`config.mk`:
```
export PLATFORM = sky130hd
export DESIGN_NAME = mem_access_stage
export DESIGN_NICKNAME = d
export VERILOG_FILES = /design/src/rtl/mem_access_stage.sv
export SDC_FILE = /design/constraint.sdc
export NUM_CORES = 1
export LEC_CHECK = 0
export BUFFER_PORTS_ARGS = -buffer_cell sky130_fd_sc_hd__buf_2
export CAP_MARGIN = 20
export CORE_AREA = 5 5 109 187
export CTS_CLUSTER_SIZE = 25
export DETAILED_ROUTE_END_ITERATION = 10
export DIE_AREA = 0 0 114 192
export GPL_TIMING_DRIVEN = 0
export PLACE_DENSITY_LB_ADDON = 0.2
export SYNTH_ARGS = -nofsm -noshare
export SYNTH_HDL_FRONTEND = slang
export SYNTH_SLANG_ARGS = --single-unit
```
`constraint.sdc`:
```
create_clock -name stg_clk -period 1.8 [get_ports stg_clk]
set_input_delay 0.36 -clock stg_clk [delete_from_list [all_inputs] [get_ports stg_clk]]
set_output_delay 0.36 -clock stg_clk [all_outputs]
set_load 0.02 [all_outputs]
```
`src/rtl/mem_access_stage.sv`:
```
// mem_access_stage: MEM pipeline stage. Runs one request/ack data-memory transaction per load or
// store. It builds the byte enables and the lane-replicated store data, and it sign- or
// zero-extends the load data. It stalls upstream stages while an access is in flight. It flags
// misaligned accesses, illegal accesses and bus timeouts.
// Ports:
//   stg_clk, reset_n                        clock, async active-low reset
//   address_in, rd_memory, wr_memory,
//   funct3_in, rs2_data_in                  EX/MEM latch request
//   dmem_addr/wdata/be/rd/wr (out),
//   dmem_ack/rdata (in)                     data-memory bus
//   load_data_out, mem_done, mem_stall      result / handshake to the pipeline
//   misalign_exc, illegal_exc, bus_err      one-cycle error pulses
module mem_access_stage #(
    parameter int unsigned TIMEOUT_CYCLES = 16
) (
    input  logic        stg_clk,
    input  logic        reset_n,
    input  logic [31:0] address_in,
    input  logic        rd_memory,
    input  logic        wr_memory,
    input  logic [2:0]  funct3_in,
    input  logic [31:0] rs2_data_in,
    output logic [31:0] dmem_addr,
    output logic [31:0] dmem_wdata,
    output logic [3:0]  dmem_be,
    output logic        dmem_rd,
    output logic        dmem_wr,
    input  logic        dmem_ack,
    input  logic [31:0] dmem_rdata,
    output logic [31:0] load_data_out,
    output logic        mem_done,
    output logic        mem_stall,
    output logic        misalign_exc,
    output logic        illegal_exc,
    output logic        bus_err
);

    localparam int unsigned CNT_W = $clog2(TIMEOUT_CYCLES) + 1;

    typedef enum logic [1:0] {ST_IDLE, ST_REQ, ST_DONE} state_t;

    state_t state_q, state_d;

    logic [31:0]      dmem_addr_q, dmem_addr_d;
    logic [31:0]      dmem_wdata_q, dmem_wdata_d;
    logic [3:0]       dmem_be_q, dmem_be_d;
    logic             dmem_rd_q, dmem_rd_d;
    logic             dmem_wr_q, dmem_wr_d;
    logic [31:0]      load_data_q, load_data_d;
    logic             mem_done_q, mem_done_d;
    logic             misalign_q, misalign_d;
    logic             illegal_q, illegal_d;
    logic             bus_err_q, bus_err_d;
    logic [CNT_W-1:0] cnt_q, cnt_d;
    logic [2:0]       f3_q, f3_d;
    logic [1:0]       addr_lo_q, addr_lo_d;

    // Request decode
    logic op, illegal, misalign, timeout_hit;
    logic [31:0] byte_sh, half_sh, load_ext;

    assign op          = rd_memory | wr_memory;
    assign illegal     = (rd_memory & wr_memory) |
                         (rd_memory & (funct3_in == 3'b011 || funct3_in[2:1] == 2'b11)) |
                         (wr_memory & funct3_in[2]) |
                         (wr_memory & (funct3_in[1:0] == 2'b11));
    assign misalign    = ((funct3_in[1:0] == 2'b01) & address_in[0]) |
                         ((funct3_in[1:0] == 2'b10) & (address_in[1:0] != 2'b00));
    assign timeout_hit = (cnt_q == CNT_W'(TIMEOUT_CYCLES - 1));

    // Load lane extract, using the size/offset captured at accept time
    assign byte_sh = dmem_rdata >> {addr_lo_q, 3'b000};
    assign half_sh = dmem_rdata >> {addr_lo_q[1], 4'b0000};
    always_comb begin
        load_ext = dmem_rdata;
        case (f3_q)
            3'b000:  load_ext = {{24{byte_sh[7]}}, byte_sh[7:0]};
            3'b001:  load_ext = {{16{half_sh[15]}}, half_sh[15:0]};
            3'b100:  load_ext = {24'h0, byte_sh[7:0]};
            3'b101:  load_ext = {16'h0, half_sh[15:0]};
            default: load_ext = dmem_rdata;
        endcase
    end

    // State register
    always_ff @(posedge stg_clk or negedge reset_n) begin
        if (!reset_n) state_q <= ST_IDLE;
        else          state_q <= state_d;
    end

    // Next-state logic
    always_comb begin
        state_d = state_q;
        case (state_q)
            ST_IDLE: if (op) state_d = (illegal || misalign) ? ST_DONE : ST_REQ;
            ST_REQ:  if (dmem_ack || timeout_hit) state_d = ST_DONE;
            ST_DONE: state_d = ST_IDLE;
            default: state_d = ST_IDLE;
        endcase
    end

    // Output / datapath next values
    always_comb begin
        dmem_addr_d  = dmem_addr_q;
        dmem_wdata_d = dmem_wdata_q;
        dmem_be_d    = dmem_be_q;
        dmem_rd_d    = dmem_rd_q;
        dmem_wr_d    = dmem_wr_q;
        f3_d         = f3_q;
        addr_lo_d    = addr_lo_q;
        load_data_d  = 32'h0;
        mem_done_d   = 1'b0;
        misalign_d   = 1'b0;
        illegal_d    = 1'b0;
        bus_err_d    = 1'b0;
        cnt_d        = '0;
        // Gated by reset so the stall drops together with the rest of the outputs
        mem_stall    = reset_n & (((state_q == ST_IDLE) & op) | (state_q == ST_REQ));
        case (state_q)
            ST_IDLE: begin
                if (op) begin
                    if (illegal) begin
                        illegal_d  = 1'b1;
                        mem_done_d = 1'b1;
                    end else if (misalign) begin
                        misalign_d = 1'b1;
                        mem_done_d = 1'b1;
                    end else begin
                        dmem_addr_d = {address_in[31:2], 2'b00};
                        dmem_rd_d   = rd_memory;
                        dmem_wr_d   = wr_memory;
                        f3_d        = funct3_in;
                        addr_lo_d   = address_in[1:0];
                        if (rd_memory) begin
                            dmem_be_d    = 4'b1111;
                            dmem_wdata_d = 32'h0;
                        end else begin
                            case (funct3_in[1:0])
                                2'b00: begin
                                    dmem_be_d    = 4'(4'b0001 << address_in[1:0]);
                                    dmem_wdata_d = {4{rs2_data_in[7:0]}};
                                end
                                2'b01: begin
                                    dmem_be_d    = 4'(4'b0011 << {address_in[1], 1'b0});
                                    dmem_wdata_d = {2{rs2_data_in[15:0]}};
                                end
                                default: begin
                                    dmem_be_d    = 4'b1111;
                                    dmem_wdata_d = rs2_data_in;
                                end
                            endcase
                        end
                    end
                end
            end
            ST_REQ: begin
                cnt_d = cnt_q + CNT_W'(1);
                // Ack wins over a same-cycle timeout
                if (dmem_ack) begin
                    dmem_rd_d   = 1'b0;
                    dmem_wr_d   = 1'b0;
                    mem_done_d  = 1'b1;
                    load_data_d = dmem_rd_q ? load_ext : 32'h0;
                    cnt_d       = '0;
                end else if (timeout_hit) begin
                    dmem_rd_d  = 1'b0;
                    dmem_wr_d  = 1'b0;
                    mem_done_d = 1'b1;
                    bus_err_d  = 1'b1;
                    cnt_d      = '0;
                end
            end
            default: ;
        endcase
    end

    // Output and datapath registers
    always_ff @(posedge stg_clk or negedge reset_n) begin
        if (!reset_n) begin
            dmem_addr_q  <= 32'h0;
            dmem_wdata_q <= 32'h0;
            dmem_be_q    <= 4'h0;
            dmem_rd_q    <= 1'b0;
            dmem_wr_q    <= 1'b0;
            load_data_q  <= 32'h0;
            mem_done_q   <= 1'b0;
            misalign_q   <= 1'b0;
            illegal_q    <= 1'b0;
            bus_err_q    <= 1'b0;
            cnt_q        <= '0;
            f3_q         <= 3'b000;
            addr_lo_q    <= 2'b00;
        end else begin
            dmem_addr_q  <= dmem_addr_d;
            dmem_wdata_q <= dmem_wdata_d;
            dmem_be_q    <= dmem_be_d;
            dmem_rd_q    <= dmem_rd_d;
            dmem_wr_q    <= dmem_wr_d;
            load_data_q  <= load_data_d;
            mem_done_q   <= mem_done_d;
            misalign_q   <= misalign_d;
            illegal_q    <= illegal_d;
            bus_err_q    <= bus_err_d;
            cnt_q        <= cnt_d;
            f3_q         <= f3_d;
            addr_lo_q    <= addr_lo_d;
        end
    end

    assign dmem_addr     = dmem_addr_q;
    assign dmem_wdata    = dmem_wdata_q;
    assign dmem_be       = dmem_be_q;
    assign dmem_rd       = dmem_rd_q;
    assign dmem_wr       = dmem_wr_q;
    assign load_data_out = load_data_q;
    assign mem_done      = mem_done_q;
    assign misalign_exc  = misalign_q;
    assign illegal_exc   = illegal_q;
    assign bus_err       = bus_err_q;

endmodule

```
==> results of run 1 <==
area by class of cell:
cell class | count | share of cell area
timing repair buffer | 221 | 0.1623
buffer | 25 | 0.02230
tap | 238 | 0.03847
sequential | 116 | 0.3750
multi-input combinational | 300 | 0.3123
clock inverter | 13 | 0.02667
inverter | 12 | 0.005819
clock buffer | 19 | 0.05722
cells by family (layout without fill, tap and decap cells):
kind of cell,Yosys count,count (layout)
muxes,105,105
and+or+nand+nor,131,131
adders and majority gates,1,1
xor gates and xnor gates,2,2
DFF,116,116
other,1,2
AOI/OAI and AO/OA,59,59
buffers and inverters,38,290
cells in the mapped netlist:
library cell and n:
a2111oi_0 7, a21boi_0 1, a21oi_1 18, and2_1 1
and3_1 1, and4b_1 1, buf_1 2, buf_2 4
buf_4 2, buf_6 8, clkbuf_1 10, conb_1 1
dfrtp_1 116, ha_1 1, inv_1 12, mux2_1 1
mux2_2 27, mux2_4 50, mux2i_1 26, mux4_2 1
nand2_1 45, nand2b_1 4, nand3_1 6, nand3_2 1
nand3b_1 1, nand4b_1 1, nor2_1 42, nor2_2 1
nor2b_1 21, nor3_1 3, nor3_4 1, nor3b_1 1
o211ai_1 3, o21ai_0 18, o21ai_1 2, o21bai_1 1
o22ai_1 1, o31a_1 8, or3_1 1, xnor2_1 1
xor2_1 1
flip-flops by register name, indices dropped and copies added, names as in the netlist:
name	count
cnt_q	5
addr_lo_q	2
dmem_wdata	32
illegal_exc	1
f3_q	3
load_data_out	32
dmem_wr	1
dmem_addr	30
mem_done	1
dmem_be	4
misalign_exc	1
dmem_rd	1
bus_err	1
state_q	2
report_power, final:
group | switching, uW | total [uW] | leakage, uW | internal, uW
clock network | 1230 | 3720 | 0.000301 | 2490
logic | 2630 | 4770 | 0.00223 | 2140
registers | 514 | 4020 | 0.00149 | 3510
total | 4370 | 12500 | 0.00401 | 8130
metrics by stage:
| stage | util | instance area [sq um] | hold slack, ns | setup WS (ns) |
|---|---|---|---|---|
| finish | 0.4166 | 7741 | 0.01864 | 0.02632 |
| global route | 0.4166 | 7741 | 0.02229 | -0.03799 |
| CTS | 0.4152 | 7715 | 0.006263 | -0.01194 |
| detailed placement | 0.3694 | 6863 | 0.2817 | -0.5644 |
| global placement | 0.3675 | 6829 | 0.4455 | -1.620 |
| floorplan | - | 5495 | 0.06441 | 0.01019 |
worst paths after layout:
path                                           from                           to  slack, ns  depth (start not counted)
setup / recovery             state_q[0]$_DFFE_PN0P_                    mem_stall       0.03                          4
hold / removal                              reset_n  load_data_out[22]$_DFF_PN0_       0.02                          3
setup reg to reg           addr_lo_q[1]$_DFFE_PN0P_   load_data_out[1]$_DFF_PN0_       0.07                          5
hold reg to reg                  cnt_q[0]$_DFF_PN0_           cnt_q[0]$_DFF_PN0_       0.46                          1
max in group asynchronous                   reset_n   dmem_wdata[12]$_DFFE_PN0P_       1.51                          2
min in group stg_clk                 dmem_rdata[25]  load_data_out[25]$_DFF_PN0_       0.17                          3
per-layer routing:
metal / track usage / up-vias / share of wire
met5: 0 / - / 0
met4: 0.06493 / 0 / 0.026
met3: 0.04414 / 26 / 0.072
met2: 0.2814 / 191 / 0.54
met1: 0.1612 / 2081 / 0.36
li1: - / 2038 / -
worst max-delay path: stages (launching register included):
cell and delay (ns):
dfrtp_1 0.41, nor2_4 0.16, o21ai_4 0.10, a21boi_2 0.19, buf_6 0.14
what timing repair did:
| item | CTS | global route |
|---|---|---|
| hold endpoints to repair | 35 | 0 |
| buffers inserted | 6 | 3 |
| gates cloned | 1 | 0 |
| resized for setup | 15 | 2 |
| endpoints found under the setup margin | 103 | 3 |
| hold buffers | 3 | 0 |
| pin swaps | 4 | 2 |
==> impl_metrics.csv, run 1 <==
group,metric,value,unit
outcome,status,"complete, no violations",
layout,syn_to_final_growth,41.29,%
clock_network,cts_max_path_buffers,2,
global_routing,overflow,0,
placement,dp_cells,900,
global_routing,antenna_found_initial,0,
placement,hpwl,12920,um
pwr,ir_drop,0.0006857,V
yosys,synth-xor-area-share,0.003197,
layout,diodes,0,
routing,wl_per_cell,17.82,um
routing,drt-total-wl,16820,um
routing,drtAntennaViolNets,0,
sta,fin_skew,0.005446,ns
layout,drive_gt1_frac,0.5028,
sta,post-route-period-util,0.9854,
clock_network,clock-sinks,116,
die,rows,66,
pwr,power,12510,uW
clock_network,cts_tree,"done",
critical_path,cp_data_arrival_time,1.41,ns
sta,layout_min_cycle_time,1.774,ns
routing,vias_per_cell,4.593,
yosys,yosys_warnings,0,
layout,final_cell_mix,"buf_2 (207), dfrtp_1 (116), mux2_4 (50)",
placement,place.gp.congestion,0.8815,
sta,worstMarginPinSlew,0.6766,ns
yosys,synth_adder_area_share,0.002284,
pwr,total_leakage_power,0.004013,uW
layout,final_common_cell,"buf_2",
yosys,netlist_top_cells_area,"dfrtp_1 (53%), mux2_4 (14%), mux2_2 (5.5%)",
sta,max_clock_freq,563.8,MHz
routing,drcViolationCount,0,
die,dieArea,21890,sq um
critical_path,cp-start-kind,"flip-flop",
clock_network,clockRootBuffer,"clkbuf_16",
run,cap_violations,0,
routing,first_iter_violations,151,
yosys,synth_top_family_by_area,"multiplexers",
global_routing,grt.total_usage,0.1535,
die,coreArea,18580,sq um
min_path,hold_class,"in2async",
die,die_w,114,um
clock_network,clkSlewWorstSetupHoldPaths,0.05,ns
placement,portBuffers,207,
yosys,netlist_instances,453,
layout,final_nets,798,
critical_path,path_class,"reg2out",
critical_path,critical_path.max_fanout,5,
clock_network,h-tree-depth,4,
routing,dr.pass1.iters,4,
sta,rsz0062_at_grt,"yes",
yosys,yosysTopAreaCell,"dfrtp_1",
yosys,yosys.area_share.simple,0.1119,
pwr,cellPowerDensity,1616,nW/um^2
die,initial_core_util,0.2949,
sta,setup_viol_count_final,0,
layout,instances_no_fill,944,
global_routing,grt_pass1_wl,25860,um
layout,fillers,1839,
clock_network,cts_buffers,17,
sta,finalHoldViolCount,0,
layout,multi_input_area,2417,sq um
die,die_h,192,um
layout,seq_area,2903,sq um
critical_path,cp-end-kind,"output port",
routing,via_count,4336,
critical_path,worstPathRequired,1.44,ns
global_routing,grt_pass1_vias,4894,
yosys,synthMuxAreaShare,0.2462,
yosys,synth.avg_cell_area,12.09,sq um
yosys,synth-compound-area-share,0.06668,
yosys,synth_top_area_share,0.5298,
yosys,ys_seq_area_frac,0.5298,
yosys,netlist_area,5479,sq um
yosys,synth-seq-cells,116,
yosys,yosysUniqueCellTypes,41,
sta,finalSetupTns,0,ns
die,io_pins,211,
clock_network,clkLatencyLatePin,0.40,ns
global_routing,grt_start_max_net_pins,42,
sta,slew_headroom,0.5489,
sta,drv_slew,0,
No activity file was read; power rests on OpenSTA's default activity.
==> run 2, diff against run 1 <==
--- a/config.mk
+++ b/config.mk
@@ -7,10 +7,10 @@
 export LEC_CHECK = 0
 export BUFFER_PORTS_ARGS = -buffer_cell sky130_fd_sc_hd__buf_2
 export CAP_MARGIN = 20
-export CORE_AREA = 5 5 109 187
+export CORE_AREA = 5 5 91 156
 export CTS_CLUSTER_SIZE = 25
 export DETAILED_ROUTE_END_ITERATION = 10
-export DIE_AREA = 0 0 114 192
+export DIE_AREA = 0 0 96 161
 export GPL_TIMING_DRIVEN = 0
 export PLACE_DENSITY_LB_ADDON = 0.2
 export SYNTH_ARGS = -nofsm -noshare
==> run 2 against run 1 <==
Compared with the run above:
- critical path depth unchanged
- global-route usage increased by 5.2 points
- non-clock buffer count increased by 3
- first-iteration DRC count decreased by 0.66%
- combinational power about the same
- sequential power about the same
- die area decreased by 29%
- sequential share of layout area increased by 0.45 points
- setup slack improved by 0.0022 ns
- register-to-register slack about the same
- via count increased by 0.39%
- critical endpoint unchanged
- highest routed layer unchanged
==> impl_metrics.csv, run 2 (same netlist as run 1, synthesis figures left out) <==
group,metric,value,unit
sta,slew_headroom,0.5530,
global_routing,overflow,0,
layout,drive_gt1_frac,0.5078,
run,cap_violations,0,
critical_path,critical_path.max_fanout,5,
critical_path,crit_buf_inv,1,
pwr,cellPowerDensity,1610,nW/um^2
critical_path,cp-start-kind,"flip-flop",
clock_network,clockRootBuffer,"clkbuf_16",
sta,layout_min_cycle_time,1.772,ns
placement,hpwl,11920,um
critical_path,worstPathRequired,1.44,ns
min_path,hold_class,"in2async",
routing,via_count,4353,
layout,final_nets,801,
critical_path,path_class,"reg2out",
clock_network,cts_max_path_buffers,2,
clock_network,cts_buffers,17,
pwr,ir_drop,0.0007339,V
layout,fillers,1114,
placement,placed_area,6779,sq um
clock_network,cts_tree,"done",
global_routing,grt_start_max_net_pins,44,
die,io_pins,211,
layout,instances_no_fill,880,
outcome,status,"complete, no violations",
layout,final_cell_mix,"buf_2 (207), dfrtp_1 (115), mux2_4 (50)",
global_routing,grt.total_usage,0.2059,
die,die_h,161,um
routing,first_iter_violations,150,
sta,fin_skew,0.007857,ns
die,coreArea,12800,sq um
critical_path,path_delay_family,"flip-flops",
sta,finalSetupTns,0,ns
die,initial_core_util,0.4281,
layout,final_common_cell,"buf_2",
global_routing,grt_pass1_vias,4780,
sta,drv_slew,0,
critical_path,slowest_stage,"dfrtp_2",
die,die_w,96,um
global_routing,grt_pass1_wl,24190,um
global_routing,antenna_found_initial,0,
layout,final_util,0.5978,
die,rows,55,
sta,finalHoldViolCount,0,
routing,wl_per_cell,17.62,um
sta,worstMarginPinSlew,0.6706,ns
clock_network,h-tree-depth,4,
layout,syn_to_final_growth,39.67,%
critical_path,cpPeakStageDelay,0.43,ns
sta,post-route-period-util,0.9842,
clock_network,clock-sinks,116,
layout,diodes,0,
pwr,total_leakage_power,0.004029,uW
clock_network,clkSlewWorstSetupHoldPaths,0.05,ns
routing,drcViolationCount,0,
layout,final_area,7652,sq um
placement,portBuffers,207,
clock_network,clkLatencyLatePin,0.40,ns
routing,drtAntennaViolNets,0,
critical_path,cp_data_arrival_time,1.41,ns
placement,dp_cells,833,
sta,setup_viol_count_final,0,
sta,rsz0062_at_grt,"yes",
critical_path,cp-end-kind,"output port",
placement,place.gp.congestion,0.8810,
sta,hold_slack,0.01671,ns
critical_path,path_cells,"nor2_4 > o21ai_4 > a21boi_2 > buf_6",
die,dieArea,15460,sq um
routing,vias_per_cell,4.947,
sta,max_clock_freq,564.5,MHz
routing,dr.pass1.iters,7,
routing,drt-total-wl,15500,um
[run 2: final cells by class]
type	instances	area (sq um)	area share
plain buffers	25	178.9	0.02338
clock buffers	20	446.7	0.05837
clock inverters	12	180.2	0.02354
inverters	12	45.04	0.005886
multi-input cells	300	2417	0.3159
flip-flops and latches	116	2904	0.3795
well taps	171	214.0	0.02796
repair buffers	224	1266	0.1655
[run 2: routing by layer]
layer | global-route usage | share of wire | vias to the layer above
met3 | 0.05685 | 0.070 | 38
li1 | - | - | 2040
met1 | 0.2104 | 0.34 | 2087
met2 | 0.3680 | 0.55 | 188
met5 | 0 | 0 | -
met4 | 0.1082 | 0.037 | 0
[run 2: power by group]
group	total (uW)	internal [uW]	switching, uW
registers	4010	3510	508
clock network	3540	2360	1190
logic	4760	2150	2610
[run 2: tightest hold or removal path, stage by stage]
cell and delay (ns):
buf_6 0.12, buf_12 0.11, buf_12 0.18
[run 2: repair_timing]
item / CTS / global route
endpoints found under the setup margin: 98 / 18
setup buffers: 4 / 8
pin swaps: 3 / 3
hold endpoints to repair: 30 / 0
gates resized for setup: 14 / 8
cloned: 1 / 0
hold buffers: 3 / 0
[run 2: stage by stage]
stage               total power, uW  setup WS, ns
floorplan                      7030       0.01019
global placement               8534        -1.479
detailed placement             8659       -0.4689
CTS                           12400     0.0006211
global route                  12990      -0.03736
finish                        12320       0.02849
[run 2: path summary, 6_finish.rpt]
kind                                           from                     endpoint  slack (ns)  depth (start not counted)
min in group stg_clk                 dmem_rdata[29]  load_data_out[29]$_DFF_PN0_        0.18                          3
max reg2reg                addr_lo_q[1]$_DFFE_PN0P_  load_data_out[14]$_DFF_PN0_        0.06                          4
max                          state_q[0]$_DFFE_PN0P_                    mem_stall        0.03                          4
max in group asynchronous                   reset_n       state_q[0]$_DFFE_PN0P_        1.48                          2
min                                         reset_n  load_data_out[13]$_DFF_PN0_        0.02                          3
min reg2reg                      cnt_q[0]$_DFF_PN0_           cnt_q[0]$_DFF_PN0_        0.48                          1
